===== src/rtl/wb_stage.sv =====
// Write-back stage: MEM/WB pipeline register, register-file write mux and
// the retirement side effects (instruction counter, WWD port, halt state).
module wb_stage #(
    parameter int WORD_SIZE = 16,
    parameter int CNT_WIDTH = 16
) (
    input  logic                 clk,
    input  logic                 reset_n,
    input  logic                 mem_wb_write,
    input  logic                 bubble,
    input  logic [WORD_SIZE-1:0] pc_val,
    input  logic [WORD_SIZE-1:0] mem_data,
    input  logic [WORD_SIZE-1:0] alu_out,
    input  logic [1:0]           reg_write_target,
    input  logic [1:0]           reg_write_src,
    input  logic                 reg_write,
    input  logic                 is_wwd,
    input  logic [WORD_SIZE-1:0] output_data,
    input  logic                 is_halted,
    input  logic                 valid,
    output logic                 rf_we,
    output logic [1:0]           rf_waddr,
    output logic [WORD_SIZE-1:0] rf_wdata,
    output logic                 wb_valid,
    output logic [CNT_WIDTH-1:0] num_inst,
    output logic [WORD_SIZE-1:0] output_port,
    output logic                 halted
);

    typedef enum logic [0:0] {
        ST_RUN    = 1'b0,
        ST_HALTED = 1'b1
    } state_t;

    localparam logic [CNT_WIDTH-1:0] CNT_ONE = {{(CNT_WIDTH-1){1'b0}}, 1'b1};

    state_t                 state_q, state_d;
    logic [WORD_SIZE-1:0]   pc_q, pc_d;
    logic [WORD_SIZE-1:0]   mem_q, mem_d;
    logic [WORD_SIZE-1:0]   alu_q, alu_d;
    logic [1:0]             tgt_q, tgt_d;
    logic [1:0]             src_q, src_d;
    logic                   rw_q, rw_d;
    logic                   valid_q, valid_d;
    logic [CNT_WIDTH-1:0]   num_q, num_d;
    logic [WORD_SIZE-1:0]   port_q, port_d;

    logic                   load_s;
    logic                   cap_valid_s;
    logic                   retire_s;

    // WWD operand and HLT flag act at the load edge itself, so their effect is
    // committed straight into port_q / state_q instead of being staged.
    assign load_s      = mem_wb_write & (state_q == ST_RUN);
    assign cap_valid_s = valid & ~bubble;
    assign retire_s    = load_s & cap_valid_s;

    // Next-state for the MEM/WB pipeline fields
    always_comb begin
        pc_d    = pc_q;
        mem_d   = mem_q;
        alu_d   = alu_q;
        tgt_d   = tgt_q;
        src_d   = src_q;
        rw_d    = rw_q;
        valid_d = valid_q;
        if (load_s) begin
            pc_d    = pc_val;
            mem_d   = mem_data;
            alu_d   = alu_out;
            tgt_d   = reg_write_target;
            src_d   = reg_write_src;
            rw_d    = reg_write;
            valid_d = cap_valid_s;
        end else begin
            valid_d = valid_q;
        end
    end

    // Next-state for retirement side effects and the run/halt state
    always_comb begin
        num_d   = num_q;
        port_d  = port_q;
        state_d = state_q;
        if (retire_s) begin
            num_d = num_q + CNT_ONE;
            if (is_wwd) begin
                port_d = output_data;
            end else begin
                port_d = port_q;
            end
        end else begin
            num_d = num_q;
        end
        case (state_q)
            ST_RUN: begin
                if (retire_s && is_halted) begin
                    state_d = ST_HALTED;
                end else begin
                    state_d = ST_RUN;
                end
            end
            ST_HALTED: state_d = ST_HALTED;
            default:   state_d = ST_RUN;
        endcase
    end

    // Pipeline register, counter, output port and state flops
    always_ff @(posedge clk or negedge reset_n) begin
        if (!reset_n) begin
            state_q <= ST_RUN;
            pc_q    <= {WORD_SIZE{1'b0}};
            mem_q   <= {WORD_SIZE{1'b0}};
            alu_q   <= {WORD_SIZE{1'b0}};
            tgt_q   <= 2'b00;
            src_q   <= 2'b00;
            rw_q    <= 1'b0;
            valid_q <= 1'b0;
            num_q   <= {CNT_WIDTH{1'b0}};
            port_q  <= {WORD_SIZE{1'b0}};
        end else begin
            state_q <= state_d;
            pc_q    <= pc_d;
            mem_q   <= mem_d;
            alu_q   <= alu_d;
            tgt_q   <= tgt_d;
            src_q   <= src_d;
            rw_q    <= rw_d;
            valid_q <= valid_d;
            num_q   <= num_d;
            port_q  <= port_d;
        end
    end

    // Register-file write value selected from the held instruction
    always_comb begin
        rf_wdata = alu_q;
        case (src_q)
            2'b00:   rf_wdata = alu_q;
            2'b01:   rf_wdata = mem_q;
            2'b10:   rf_wdata = pc_q;
            2'b11:   rf_wdata = alu_q;
            default: rf_wdata = alu_q;
        endcase
    end

    assign rf_we       = rw_q & valid_q & (state_q == ST_RUN);
    assign rf_waddr    = tgt_q;
    assign wb_valid    = valid_q;
    assign num_inst    = num_q;
    assign output_port = port_q;
    assign halted      = (state_q == ST_HALTED);

endmodule


===== config.mk =====
export PLATFORM = sky130hd
export DESIGN_NAME = wb_stage
export DESIGN_NICKNAME = d
export VERILOG_FILES = /design/src/rtl/wb_stage.sv
export SDC_FILE = /design/constraint.sdc
export NUM_CORES = 1
export LEC_CHECK = 0
export CORE_ASPECT_RATIO = 1.4
export CORE_MARGIN = 2
export CORE_UTILIZATION = 42
export CTS_BUF_LIST = sky130_fd_sc_hd__clkbuf_8
export DETAILED_ROUTE_END_ITERATION = 10
export GPL_TIMING_DRIVEN = 0
export PLACE_DENSITY = 0.86
export SYNTH_ARGS = -nofsm -noshare
export SYNTH_HDL_FRONTEND = slang
export SYNTH_SLANG_ARGS = --single-unit

===== constraint.sdc =====
create_clock -name clk -period 1.46 [get_ports clk]
set_input_delay 0.292 -clock clk [delete_from_list [all_inputs] [get_ports clk]]
set_output_delay 0.292 -clock clk [all_outputs]
set_load 0.02 [all_outputs]

; Word-level counts from Yosys, hierarchy flattened
; Cells that the tools add are included.
[op_classes]
add_sub_neg = 1
multipliers = 0
div_mod_pow = 0
magnitude_cmp = 0
n_eq_ne = 3
shift = 0
n_mux = 3
n_bitwise = 7
n_reduce_logical = 4
[ops]
columns = cell, count
row1 = $pmux 16 s3, 1
row2 = $add 16x1->16 const B, 1
row3 = $and 1x1->1, 5
row4 = $eq 2x2->1 const B, 2
row5 = $eq 2x1->1 const B, 1
row6 = $logic_not 2->1, 1
row7 = $not 1->1, 2
row8 = $pmux 1 s2, 1
row9 = $reduce_and 2->1, 1
row10 = $reduce_or 2->1, 1
row11 = $logic_and 1x1->1, 1
row12 = $mux 1, 1
[word_totals]
register_bits = 87
latchBits = 0
mem_bits_rw = 0
mem_bits_ro = 0
in_bits = 76
output_inout_bits = 53
wordCells = 28
memories = 0

; Depth between registers and ports, before layout
; Gate-level depths: netlist (run 1).
[logic_depth]
word_depth = 6
mapped_depth = 6
ltp_nobuf = 4

; Worst setup path after synthesis (run 1)
; OpenSTA, ideal clock, no wires.
[synth_path]
kind = register -> output
from = register src_q[0]
to = output rf_wdata[12]
arrival_ps = 1636
setup_slack_ps = -468
stages_incl_launch_ff = 7
path_buffers = 2
cell_sequence = dfrtp_1 -> inv_1 -> ha_1 -> clkbuf_1 -> buf_2 -> a22oi_1 -> o21ai_0
[synth_via]
elab_chain_len = 3
elab_cells_between_ends = 6
cone_classes = eq/ne (3) / mux (1) / reduce/logical (2)
[synth_lines]
columns = item, line_no
row1 = from (decl), 42  ; logic [1:0] src_q, src_d;
row2 = from (signal assigned), 127  ; src_q <= src_d;
row3 = $eq 2x2->1 / $logic_not 2->1 (equally long branches), 138  ; case (src_q)
row4 = $reduce_or 2->1 (no source line), n/a
row5 = $pmux 16 s3 (*), 138
row6 = to (decl), 23  ; output logic [WORD_SIZE-1:0] rf_wdata,
; Every way passes the cells marked *; elsewhere a longest branch is shown, timed or not.

; Worst setup path after layout (run 1)
[layout_path]
from = register src_q[1]
to = output rf_wdata[10]
; Same word-level chain as after synthesis.

==> results of run 1 <==
## worst max-delay path, delay by kind of cell (launching register included)
kind	cells	cell delay, ns
compound gates	2	0.26
fa+ha+maj	1	0.28
buf+inv	3	0.40
flops	1	0.42
## state kept, by name (all words and copies together), names as in the netlist
name	count
src_q	2
wb_valid	1
mem_q	16
halted	1
rf_waddr	2
rw_q	1
alu_q	16
pc_q	16
output_port	16
num_inst	16
## cell families after synthesis
group,Yosys count
buffers and inverters,20
XOR/XNOR,15
flip-flops,87
adder cells (fa/ha/maj),3
AO/OA/AOI/OAI,36
multiplexers,67
AND/OR/NAND/NOR,50
## power by group through the flow
stage,Clock [mW],Combinational [mW],Sequential (mW)
2_1_floorplan,0,3.12,4.07
5_1_grt,1.64,7.32,4.15
4_1_cts,1.51,6.27,3.94
6_report,1.49,6.96,4.05
3_3_place_gp,0,5.33,3.89
3_5_place_dp,0,5.45,3.96
## area by class of cell
class                      instances  area [um2]  area share
buffer                            12         233      0.0369
clock inverter                     3        12.5     0.00198
inverter                           5        21.3     0.00337
sequential                        87        2180       0.346
multi-input combinational        171        1860       0.294
timing repair buffer             161        1720       0.273
tap                              105         131      0.0208
clock buffer                      11         151      0.0240
## worst max path at each step
| stage | endpoint | slack (ns) | startpoint | depth (start not counted) |
|---|---|---|---|---|
| final | rf_wdata[10] | -0.55 | src_q[1] | 6 |
| after global routing | rf_wdata[0] | -0.61 | src_q[1] | 6 |
| after CTS | rf_wdata[3] | -0.57 | src_q[0] | 7 |
| after detailed placement | rf_wdata[10] | -0.73 | src_q[1] | 6 |
| after global placement | halted | -3.31 | reset_n | 1 |
| after floorplan | rf_wdata[0] | -0.07 | src_q[0] | 6 |
## through the flow
step / hold slack, ns / cell area (um2) / std cells / power [mW] / utilization
floorplan: -0.00359 / 3930 / 278 / 7.18 / -
global placement: 0.463 / 5340 / 511 / 9.22 / 0.617
detailed placement: 0.354 / 5360 / 512 / 9.41 / 0.619
CTS: 0.467 / 5850 / 543 / 11.7 / 0.675
global route: 0.342 / 6310 / 555 / 13.1 / 0.728
finish: 0.347 / 6310 / 555 / 12.5 / 0.728
## cell usage in the layout (no fill, tap or decap), drive strengths merged
master          n
nand4           4
nor4            1
nand3           7
nor2            3
inv             7
buf            53
mux2           67
nor2b           1
a22oi          16
clkinv          1
nor3            1
dlygate4sd3     1
dlymetal6s2s    1
clkdlybuf4s50  72
clkbuf         24
xnor2          12
dfrtp          87
ha              3
dlygate4sd2    25
nand4bb         1
nand2          28
o21ai          19
clkdlybuf4s15   8
and3            1
and2            1
and4bb          1
and4            1
xor2            3
a41o            1
## repair_timing
| action | in CTS | in global routing |
|---|---|---|
| resized for setup | 182 | 87 |
| endpoints found under the setup margin | 109 | 83 |
| gates cloned | 4 | 6 |
| setup buffers | 15 | 8 |
| hold buffers | 1 | 0 |
| hold endpoints to repair | 47 | 0 |
| pin swaps | 24 | 20 |
## metal layers
metal / vias up / share of wire / wire length, um / global-route usage
met4: 0 / 0.020 / 218 / 0.0774
met5: - / 0 / 0 / 0
met2: 110 / 0.53 / 5810 / 0.374
met3: 21 / 0.053 / 585 / 0.0598
li1: 1316 / - / - / -
met1: 1445 / 0.40 / 4350 / 0.242
==> impl_metrics.csv, run 1 <==
group,metric,value,unit
yosys,synth_compound_area_frac,0.0599,
timing,max_freq,497,MHz
critical_path,cp.arrival,1.72,ns
yosys,syn-cell-area,3760,um2
flow_run,drv_cap,0,
yosys,yosysMostFrequentCell,"dfrtp_1",
critical_path,cp_common_cell,"buf_12",
yosys,synth_warnings,0,
yosys,synth_edf_count,0,
global_routing,grt_use_total,0.210,
timing,hold_viol,0,
cells_and_area,layout-drive-gt1-share,0.442,
cells_and_area,syn_to_final_growth,67.7,%
cts,clockBufferDepth,2,
cells_and_area,finalNetCount,526,
global_routing,grt_max_degree,49,
power_and_ir_drop,p_sw_frac,0.363,
critical_path,crit_chain,"ha_4, buf_12, buf_12, a22oi_2, o21ai_2, buf_6",
timing,relSlewSlack,0.573,
hold_path,worstHoldPathCells,2,
critical_path,crit_type,"register to output pin",
yosys,yosys.cell_types.count,29,
power_and_ir_drop,p_clk_frac,0.119,
floorplan,die_h,116,um
timing,worstMarginPinSlew,0.640,ns
timing,fin_crit_sh,1.38,
route,detail_route.iter0.violations,84,
cells_and_area,n_antenna_cell,0,
timing,tns,-9.16,ns
global_routing,grt_pass1_vias,3134,
cts,numClockSinks,87,
run_status,failed_checks,"negative setup slack",
critical_path,endpoint_kind,"output pin",
power_and_ir_drop,power_switching,4.54,mW
critical_path,cp_slowest_cell,"dfrtp_1",
floorplan,ios,129,
place,place.gp.congestion,0.772,
cts,cts_tree,"built",
power_and_ir_drop,seqPwrFrac,0.324,
yosys,synth_seq_area_share,0.579,
global_routing,grt-ovfl-total,0,
critical_path,slowest_delay,0.42,ns
place,port_buffers,128,
route,drcViolationCount,0,
yosys,syn_avg_cell_area,13.5,um2
route,drt_pre_antenna_iters,4,
global_routing,grt_pass1_wl,15800,um
yosys,yosys.area.top_type,"dfrtp_1",
route,finalWirelength,11000,um
yosys,syn-num-nets,357,
yosys,yosys.area.top_type_share,0.579,
hold_path,min_to,"halted",
floorplan,start_util,0.434,
power_and_ir_drop,ir_drop,1450,uV
timing,setup_ws,-0.552,ns
yosys,synth-seq-cells,87,
route,antenna_left,0,
place,pre_cts_ws,-0.726,ns
timing,setup_violations,62,
yosys,synth_common_cells,"87 x dfrtp_1, 57 x mux2_2, 27 x nand2_1",
power_and_ir_drop,p_per_area,1980,nW/um2
critical_path,cp-start-kind,"register",
yosys,synth_fa_ha_area_frac,0.00998,
cts,root_buffer,"clkbuf_8",
power_and_ir_drop,p_int,7.96,mW
critical_path,r2r-end,"alu_q[14]",
cts,htreeDepth,3,
cells_and_area,fillers,576,
yosys,synthCells,278,
yosys,async_reset_ff_frac,1.00,
critical_path,crit_required,1.17,ns
timing,rsz0062_at_grt,"yes",
yosys,synth-xor-area-share,0.0349,
cts,clkLatencyLatePin,0.35,ns
yosys,synth.mux.area_fraction,0.211,
critical_path,reg2reg_slack,-0.06,ns
cts,clk_pin_slew,0.08,ns
timing,fin_skew,0.00310,ns
floorplan,core,8660,um2
power_and_ir_drop,leakage,2.86,nW
critical_path,r2r-start,"halted",
timing,maxSlewViolCount,0,
critical_path,path_max_fanout,5,
floorplan,die_x,84.0,um
run_status,status,"complete, but fails checks",
timing,fin_crit,2.01,ns
place,dpl.hpwl,6650,um
global_routing,antenna_found_initial,0,
cts,cts_buffers,9,
yosys,synth_top_family_by_area,"multiplexers",
yosys,yosys-top-cells-area,"dfrtp_1 58%, mux2_2 17%, mux2_4 4.0%",
route,viasPerCell,5.21,
hold_path,hold_class,"primary input to register",
hold_path,min_from,"valid",
floorplan,row_count,40,
critical_path,reg2reg_depth,5,
yosys,synth_simple_gate_area_share,0.0762,
power_and_ir_drop,combPwrFrac,0.557,
yosys,synth-main-ff-cell,"dfrtp_1",
route,via_count,2892,
route,wl_per_cell,19.8,um
floorplan,dieArea,9740,um2
(Power assumes the default switching activity.)
==> inputs of run 2 (changes only) <==
--- a/config.mk
+++ b/config.mk
@@ -7,11 +7,12 @@
 export LEC_CHECK = 0
 export CORE_ASPECT_RATIO = 1.4
 export CORE_MARGIN = 2
-export CORE_UTILIZATION = 42
+export CORE_UTILIZATION = 45
 export CTS_BUF_LIST = sky130_fd_sc_hd__clkbuf_8
 export DETAILED_ROUTE_END_ITERATION = 10
 export GPL_TIMING_DRIVEN = 0
-export PLACE_DENSITY = 0.86
+export MAX_ROUTING_LAYER = met4
+export PLACE_DENSITY = 0.87
 export SYNTH_ARGS = -nofsm -noshare
 export SYNTH_HDL_FRONTEND = slang
 export SYNTH_SLANG_ARGS = --single-unit
==> constraint.sdc (replaced) <==
create_clock -name clk -period 2.4 [get_ports clk]
set_input_delay 0.48 -clock clk [delete_from_list [all_inputs] [get_ports clk]]
set_output_delay 0.48 -clock clk [all_outputs]
set_load 0.02 [all_outputs]
==> run 2 against run 1 <==
The flow now finishes without violations. Worst hold slack got worse by 0.28 ns. Global-route usage rose by 0.26 points. Register-to-register slack improved by 0.89 ns. Critical path type unchanged. Highest routed layer unchanged.
==> impl_metrics.csv, run 2 (same netlist as run 1, synthesis figures left out) <==
group,metric,value,unit
hold_path,hold_class,"primary input to async pin",
timing,tns,0,ns
cts,cts_tree,"built",
flow_run,drv_cap,0,
critical_path,endpoint_kind,"output pin",
cells_and_area,layout-drive-gt1-share,0.283,
floorplan,core,8150,um2
critical_path,crit_chain,"inv_1, ha_4, buf_6, a22oi_1, o21ai_0, clkdlybuf4s15_2",
power_and_ir_drop,p_per_area,1120,nW/um2
floorplan,die_h,112,um
critical_path,cp-start-kind,"register",
cts,clockBufferDepth,2,
cts,numClockSinks,87,
place,port_buffers,128,
timing,worstMarginPinSlew,0.477,ns
timing,maxSlewViolCount,0,
cells_and_area,final_area,5370,um2
critical_path,crit_required,1.92,ns
floorplan,die_x,81.3,um
floorplan,dieArea,9120,um2
cells_and_area,final_common_cell,"clkdlybuf4s50_1",
place,dpl.hpwl,6580,um
global_routing,grt_use_total,0.213,
global_routing,grt_pass1_vias,2976,
cts,root_buffer,"clkbuf_8",
global_routing,antenna_found_initial,0,
run_status,status,"completed",
cells_and_area,syn_to_final_growth,42.7,%
critical_path,crit_buf_inv,3,
place,placed_area,5190,um2
place,place.gp.congestion,0.738,
floorplan,row_count,39,
critical_path,slowest_delay,0.36,ns
global_routing,grt-ovfl-total,0,
timing,rsz0062_at_grt,"no",
route,drcViolationCount,0,
critical_path,crit_type,"register to output pin",
timing,max_freq,433,MHz
critical_path,reg2reg_slack,0.83,ns
power_and_ir_drop,leakage,2.31,nW
cells_and_area,n_antenna_cell,0,
timing,fin_crit_sh,0.962,
critical_path,r2r-end,"alu_q[11]",
timing,setup_ws,0.0916,ns
route,finalWirelength,8880,um
critical_path,cp_slowest_cell,"dfrtp_1",
cts,post_cts_buffers,0,
cts,cts_buffers,9,
cts,clkLatencyLatePin,0.35,ns
floorplan,ios,129,
route,drt_pre_antenna_iters,4,
place,pre_cts_ws,-0.422,ns
floorplan,start_util,0.462,
cells_and_area,final_cell_mix,"111 x clkdlybuf4s50_1, 87 x dfrtp_1, 57 x mux2_2, 27 x nand2_1, 16 x o21ai_0",
global_routing,grt_max_degree,54,
timing,fin_crit,2.31,ns
route,wl_per_cell,17.0,um
cts,clk_pin_slew,0.09,ns
power_and_ir_drop,total_power,6.03,mW
critical_path,reg2reg_depth,4,
route,via_count,2722,
cells_and_area,finalNetCount,495,
critical_path,critPathTopFamily,"buffers and inverters",
cts,htreeDepth,3,
timing,relSlewSlack,0.682,
route,detail_route.iter0.violations,111,
timing,fin_skew,0.0101,ns
route,antenna_left,0,
power_and_ir_drop,ir_drop,625,uV
critical_path,cp.arrival,1.83,ns
critical_path,r2r-start,"halted",
timing,setup_violations,0,
cells_and_area,fillers,601,
route,viasPerCell,5.20,
timing,hold_viol,0,
global_routing,grt_pass1_wl,14400,um
critical_path,path_max_fanout,10,
[run 2: changes by cell type in the layout (fill, tap and decap cells not counted), sizes merged]
cell / change
clkdlybuf4s15: -3
clkinvlp: +1
inv: -1
clkbuf: -5
dlymetal6s2s: -1
dlygate4sd3: -1
buf: -33
clkdlybuf4s50: +39
dlygate4sd2: -25
[run 2: worst reg2reg max path, stage by stage (launching register included)]
cell     delay, ns
dfrtp_1       0.44
nor2b_1       0.18
buf_4         0.24
buf_4         0.24
mux2_2        0.36
[run 2: area by class of cell]
| type | instances | area [um2] | area share |
|---|---|---|---|
| buffer | 13 | 104 | 0.0193 |
| clock buffer | 13 | 179 | 0.0333 |
| clock inverter | 3 | 16.3 | 0.00303 |
| inverter | 5 | 18.8 | 0.00350 |
| multi-input combinational | 171 | 1490 | 0.278 |
| sequential | 87 | 2180 | 0.406 |
| tap | 102 | 128 | 0.0238 |
| timing repair buffer | 129 | 1260 | 0.234 |
[run 2: per-layer routing]
metal,share of wire,GRT usage,up-vias
met4,0.024,0.0949,0
met5,0,-,-
met2,0.51,0.342,103
met1,0.41,0.252,1349
li1,-,-,1254
met3,0.063,0.0482,16
[run 2: timing repair]
item,in CTS,in global routing
gates resized for setup,62,21
hold buffers,0,0
setup endpoints to repair,16,14
pin swaps,0,0
[run 2: where the power goes]
part | total [mW] | switching [mW] | internal (mW)
combinational | 2.69 | 1.36 | 1.33
clock | 0.978 | 0.493 | 0.485
sequential | 2.36 | 0.339 | 2.02
total | 6.03 | 2.19 | 3.84
[run 2: stage by stage]
step / util / hold slack (ns) / std cells
finish: 0.659 / 0.0680 / 523
global route: 0.659 / 0.0980 / 523
CTS: 0.666 / 0.0793 / 523
detailed placement: 0.637 / 0.471 / 509
global placement: 0.634 / 0.462 / 508
floorplan: - / 0.184 / 278
[run 2: how the worst max path moves through the flow]
stage / from / endpoint / cells past startpoint
after floorplan: src_q[0] / rf_wdata[12] / 6
after global placement: reset_n / num_inst[8] / 1
after detailed placement: src_q[0] / rf_wdata[3] / 7
after CTS: src_q[1] / rf_wdata[2] / 6
after global routing: src_q[1] / rf_wdata[6] / 6
final: src_q[0] / rf_wdata[10] / 6
==> inputs of run 3 (changes only) <==
--- a/config.mk
+++ b/config.mk
@@ -5,6 +5,8 @@
 export SDC_FILE = /design/constraint.sdc
 export NUM_CORES = 1
 export LEC_CHECK = 0
+export ABC_AREA = 1
+export ABC_CLOCK_PERIOD_IN_PS = 2400
 export CORE_ASPECT_RATIO = 1.4
 export CORE_MARGIN = 2
 export CORE_UTILIZATION = 45
==> run 3 against run 2 <==
Clock-buffer cell count fell by 1. Flip-flop and latch count did not move. Utilization fell by 1.2 points. Highest routed layer unchanged. Critical endpoint is now rf_wdata[2]. Cell area rose by 2.6%. Power fell by 52%.
==> impl_metrics.csv, run 3 <==
group,metric,value,unit
cts,clk_pin_slew,0.09,ns
timing,hold_viol,0,
power_and_ir_drop,ir_drop,390,uV
critical_path,slowest_delay,0.40,ns
global_routing,antenna_found_initial,0,
power_and_ir_drop,power_switching,736,uW
yosys,synth_common_cells,"242 x nand2_1, 87 x dfrtp_1, 32 x a21oi_1",
route,drcViolationCount,0,
yosys,synth_edf_count,0,
cells_and_area,final_cells,738,
floorplan,row_count,40,
critical_path,cp.arrival,1.91,ns
cts,htreeDepth,3,
place,place.gp.congestion,0.899,
critical_path,crit_type,"register to output pin",
critical_path,cp-start-kind,"register",
cts,clkLatencyLatePin,0.35,ns
timing,relSlewSlack,0.674,
floorplan,start_util,0.459,
timing,fin_crit,2.39,ns
power_and_ir_drop,leakage,2.84,nW
yosys,synthCells,492,
floorplan,core,8510,um2
route,drt_pre_antenna_iters,4,
flow_run,drv_cap,0,
cts,numClockSinks,87,
timing,holdWs,0.0917,ns
critical_path,endpoint_kind,"output pin",
power_and_ir_drop,seqPwrFrac,0.532,
timing,setup_ws,0.0136,ns
global_routing,grt_use_total,0.241,
yosys,yosys.area.top_type_share,0.558,
place,port_buffers,127,
power_and_ir_drop,combPwrFrac,0.151,
route,antenna_left,0,
yosys,async_reset_ff_frac,1.00,
power_and_ir_drop,p_per_area,530,nW/um2
critical_path,cp_common_cell,"a21oi_1",
run_status,status,"completed",
cts,post_cts_buffers,0,
global_routing,grt-ovfl-total,0,
timing,rsz0062_at_grt,"yes",
yosys,yosys.area.top_type,"dfrtp_1",
critical_path,crit_chain,"inv_1, ha_1, clkbuf_4, a21oi_1, a21oi_1, dlygate4sd2_1",
yosys,yosys.cell_types.count,21,
yosys,syn-num-nets,571,
yosys,syn-cell-area,3900,um2
critical_path,crit_required,1.92,ns
timing,max_freq,419,MHz
cts,cts_tree,"built",
critical_path,cp_slowest_cell,"dfrtp_1",
hold_path,hold_class,"primary input to async pin",
global_routing,grt_pass1_vias,3675,
timing,maxSlewViolCount,0,
timing,fin_crit_sh,0.994,
cells_and_area,seqCellArea,2180,um2
route,finalWirelength,10800,um
place,dp.cells,725,
critical_path,crit_buf_inv,3,
place,pre_cts_ws,-0.276,ns
cells_and_area,finalNetCount,708,
cells_and_area,final_common_cell,"nand2_1",
floorplan,die_x,82.7,um
timing,worstMarginPinSlew,0.487,ns
cts,root_buffer,"clkbuf_8",
timing,fin_skew,0.00560,ns
floorplan,dieArea,9450,um2
yosys,yosys-top-cells-area,"dfrtp_1 56%, nand2_1 23%, a21oi_1 4.1%",
cells_and_area,syn_to_final_growth,41.0,%
yosys,syn_avg_cell_area,7.94,um2
global_routing,grt_max_degree,55,
critical_path,path_max_fanout,8,
route,via_count,3693,
global_routing,grt_pass1_wl,16700,um
cts,clockBufferDepth,2,
place,placed_area,5330,um2
cells_and_area,final_area,5510,um2
route,detail_route.iter0.violations,211,
cells_and_area,final_cell_mix,"242 x nand2_1, 110 x clkdlybuf4s50_1, 87 x dfrtp_1, 28 x inv_1",
power_and_ir_drop,p_int,2.18,mW
route,wl_per_cell,14.6,um
floorplan,die_h,114,um
yosys,synth-main-ff-cell,"dfrtp_1",
floorplan,ios,129,
cells_and_area,n_antenna_cell,0,
cells_and_area,layout-drive-gt1-share,0.0932,
power_and_ir_drop,total_power,2.92,mW
cts,cts_buffers,9,
yosys,yosysMostFrequentCell,"nand2_1",
yosys,synth-seq-cells,87,
place,dpl.hpwl,7980,um
route,viasPerCell,5.00,
yosys,synth_seq_area_share,0.558,
cells_and_area,fillers,747,
critical_path,critPathTopFamily,"buffers and inverters",
power_and_ir_drop,p_clk_frac,0.317,
yosys,synth_warnings,0,
cells_and_area,multi_input_area,1550,um2
timing,setup_violations,0,
power_and_ir_drop,p_sw_frac,0.252,
==> run 3: cell count changes in the layout (fill, tap and decap cells not counted), sizes merged, moves of 10 or more <==
cell,change
a22oi,-16
nand3,+19
inv,+24
mux2,-67
xnor2,-10
nor2,+28
a21oi,+32
o21ai,-16
nand2,+216
==> run 3: timing repair <==
item	CTS	global route
setup endpoints to repair	16	14
hold buffers	0	0
gates resized for setup	48	26
==> run 3: final cells by class <==
type,count,share of cell area
flip-flops and latches,87,0.395
multi-input cells,355,0.281
repair buffers,128,0.226
clock buffers,12,0.0300
well taps,105,0.0239
plain buffers,21,0.0232
inverters,27,0.0189
clock inverters,3,0.00204
==> run 3: per-layer routing <==
metal,track usage,part of all wire,wire length (um)
met5,-,0,0
met4,0.108,0.021,228
met3,0.0489,0.067,727
met2,0.406,0.51,5500
met1,0.272,0.40,4360
==> run 3: worst reg2reg max path: cells and delay by family, from the launching register on <==
family / cells / cell delay [ns]
adder cells (fa/ha/maj): 1 / 0.21
AO/OA/AOI/OAI: 1 / 0.14
AND/OR/NAND/NOR: 4 / 0.71
flip-flops: 1 / 0.45
==> run 3: kinds of logic after synthesis <==
logic type | count (synthesis) | synth area share
AOI/OAI and AO/OA | 35 | 0.0449
buffers and inverters | 50 | 0.0541
xor gates and xnor gates | 8 | 0.0179
DFF | 87 | 0.558
and+or+nand+nor | 309 | 0.316
adders and majority gates | 3 | 0.00961
==> run 3: stage by stage <==
stage                      util  setup TNS [ns]
after global placement    0.624         -193.55
after floorplan               -               0
after global routing      0.647          -0.138
after detailed placement  0.627           -2.79
after CTS                 0.646          -0.609
final                     0.647               0
==> run 3: worst paths after layout <==
| kind | from | end | slack [ns] | cells past startpoint |
|---|---|---|---|---|
| worst max-delay path | src_q[1] | rf_wdata[2] | 0.01 | 6 |
| worst min-delay path | reset_n | alu_q[3] | 0.09 | 1 |
| worst max register to register | num_inst[0] | num_inst[10] | 0.80 | 6 |
| worst min register to register | output_port[14] | output_port[14] | 0.48 | 2 |
| max in group asynchronous | reset_n | num_inst[1] | 1.70 | 2 |
| min in group clk | is_wwd | output_port[4] | 0.46 | 3 |
==> run 3: power by group through the flow <==
stage	Combinational, mW	Clock, mW	Sequential [mW]
2_1_floorplan	0.154	0	1.58
3_5_place_dp	0.443	0	1.58
6_report	0.439	0.926	1.55
5_1_grt	0.476	1.01	1.56
3_3_place_gp	0.431	0	1.58
4_1_cts	0.431	0.957	1.55
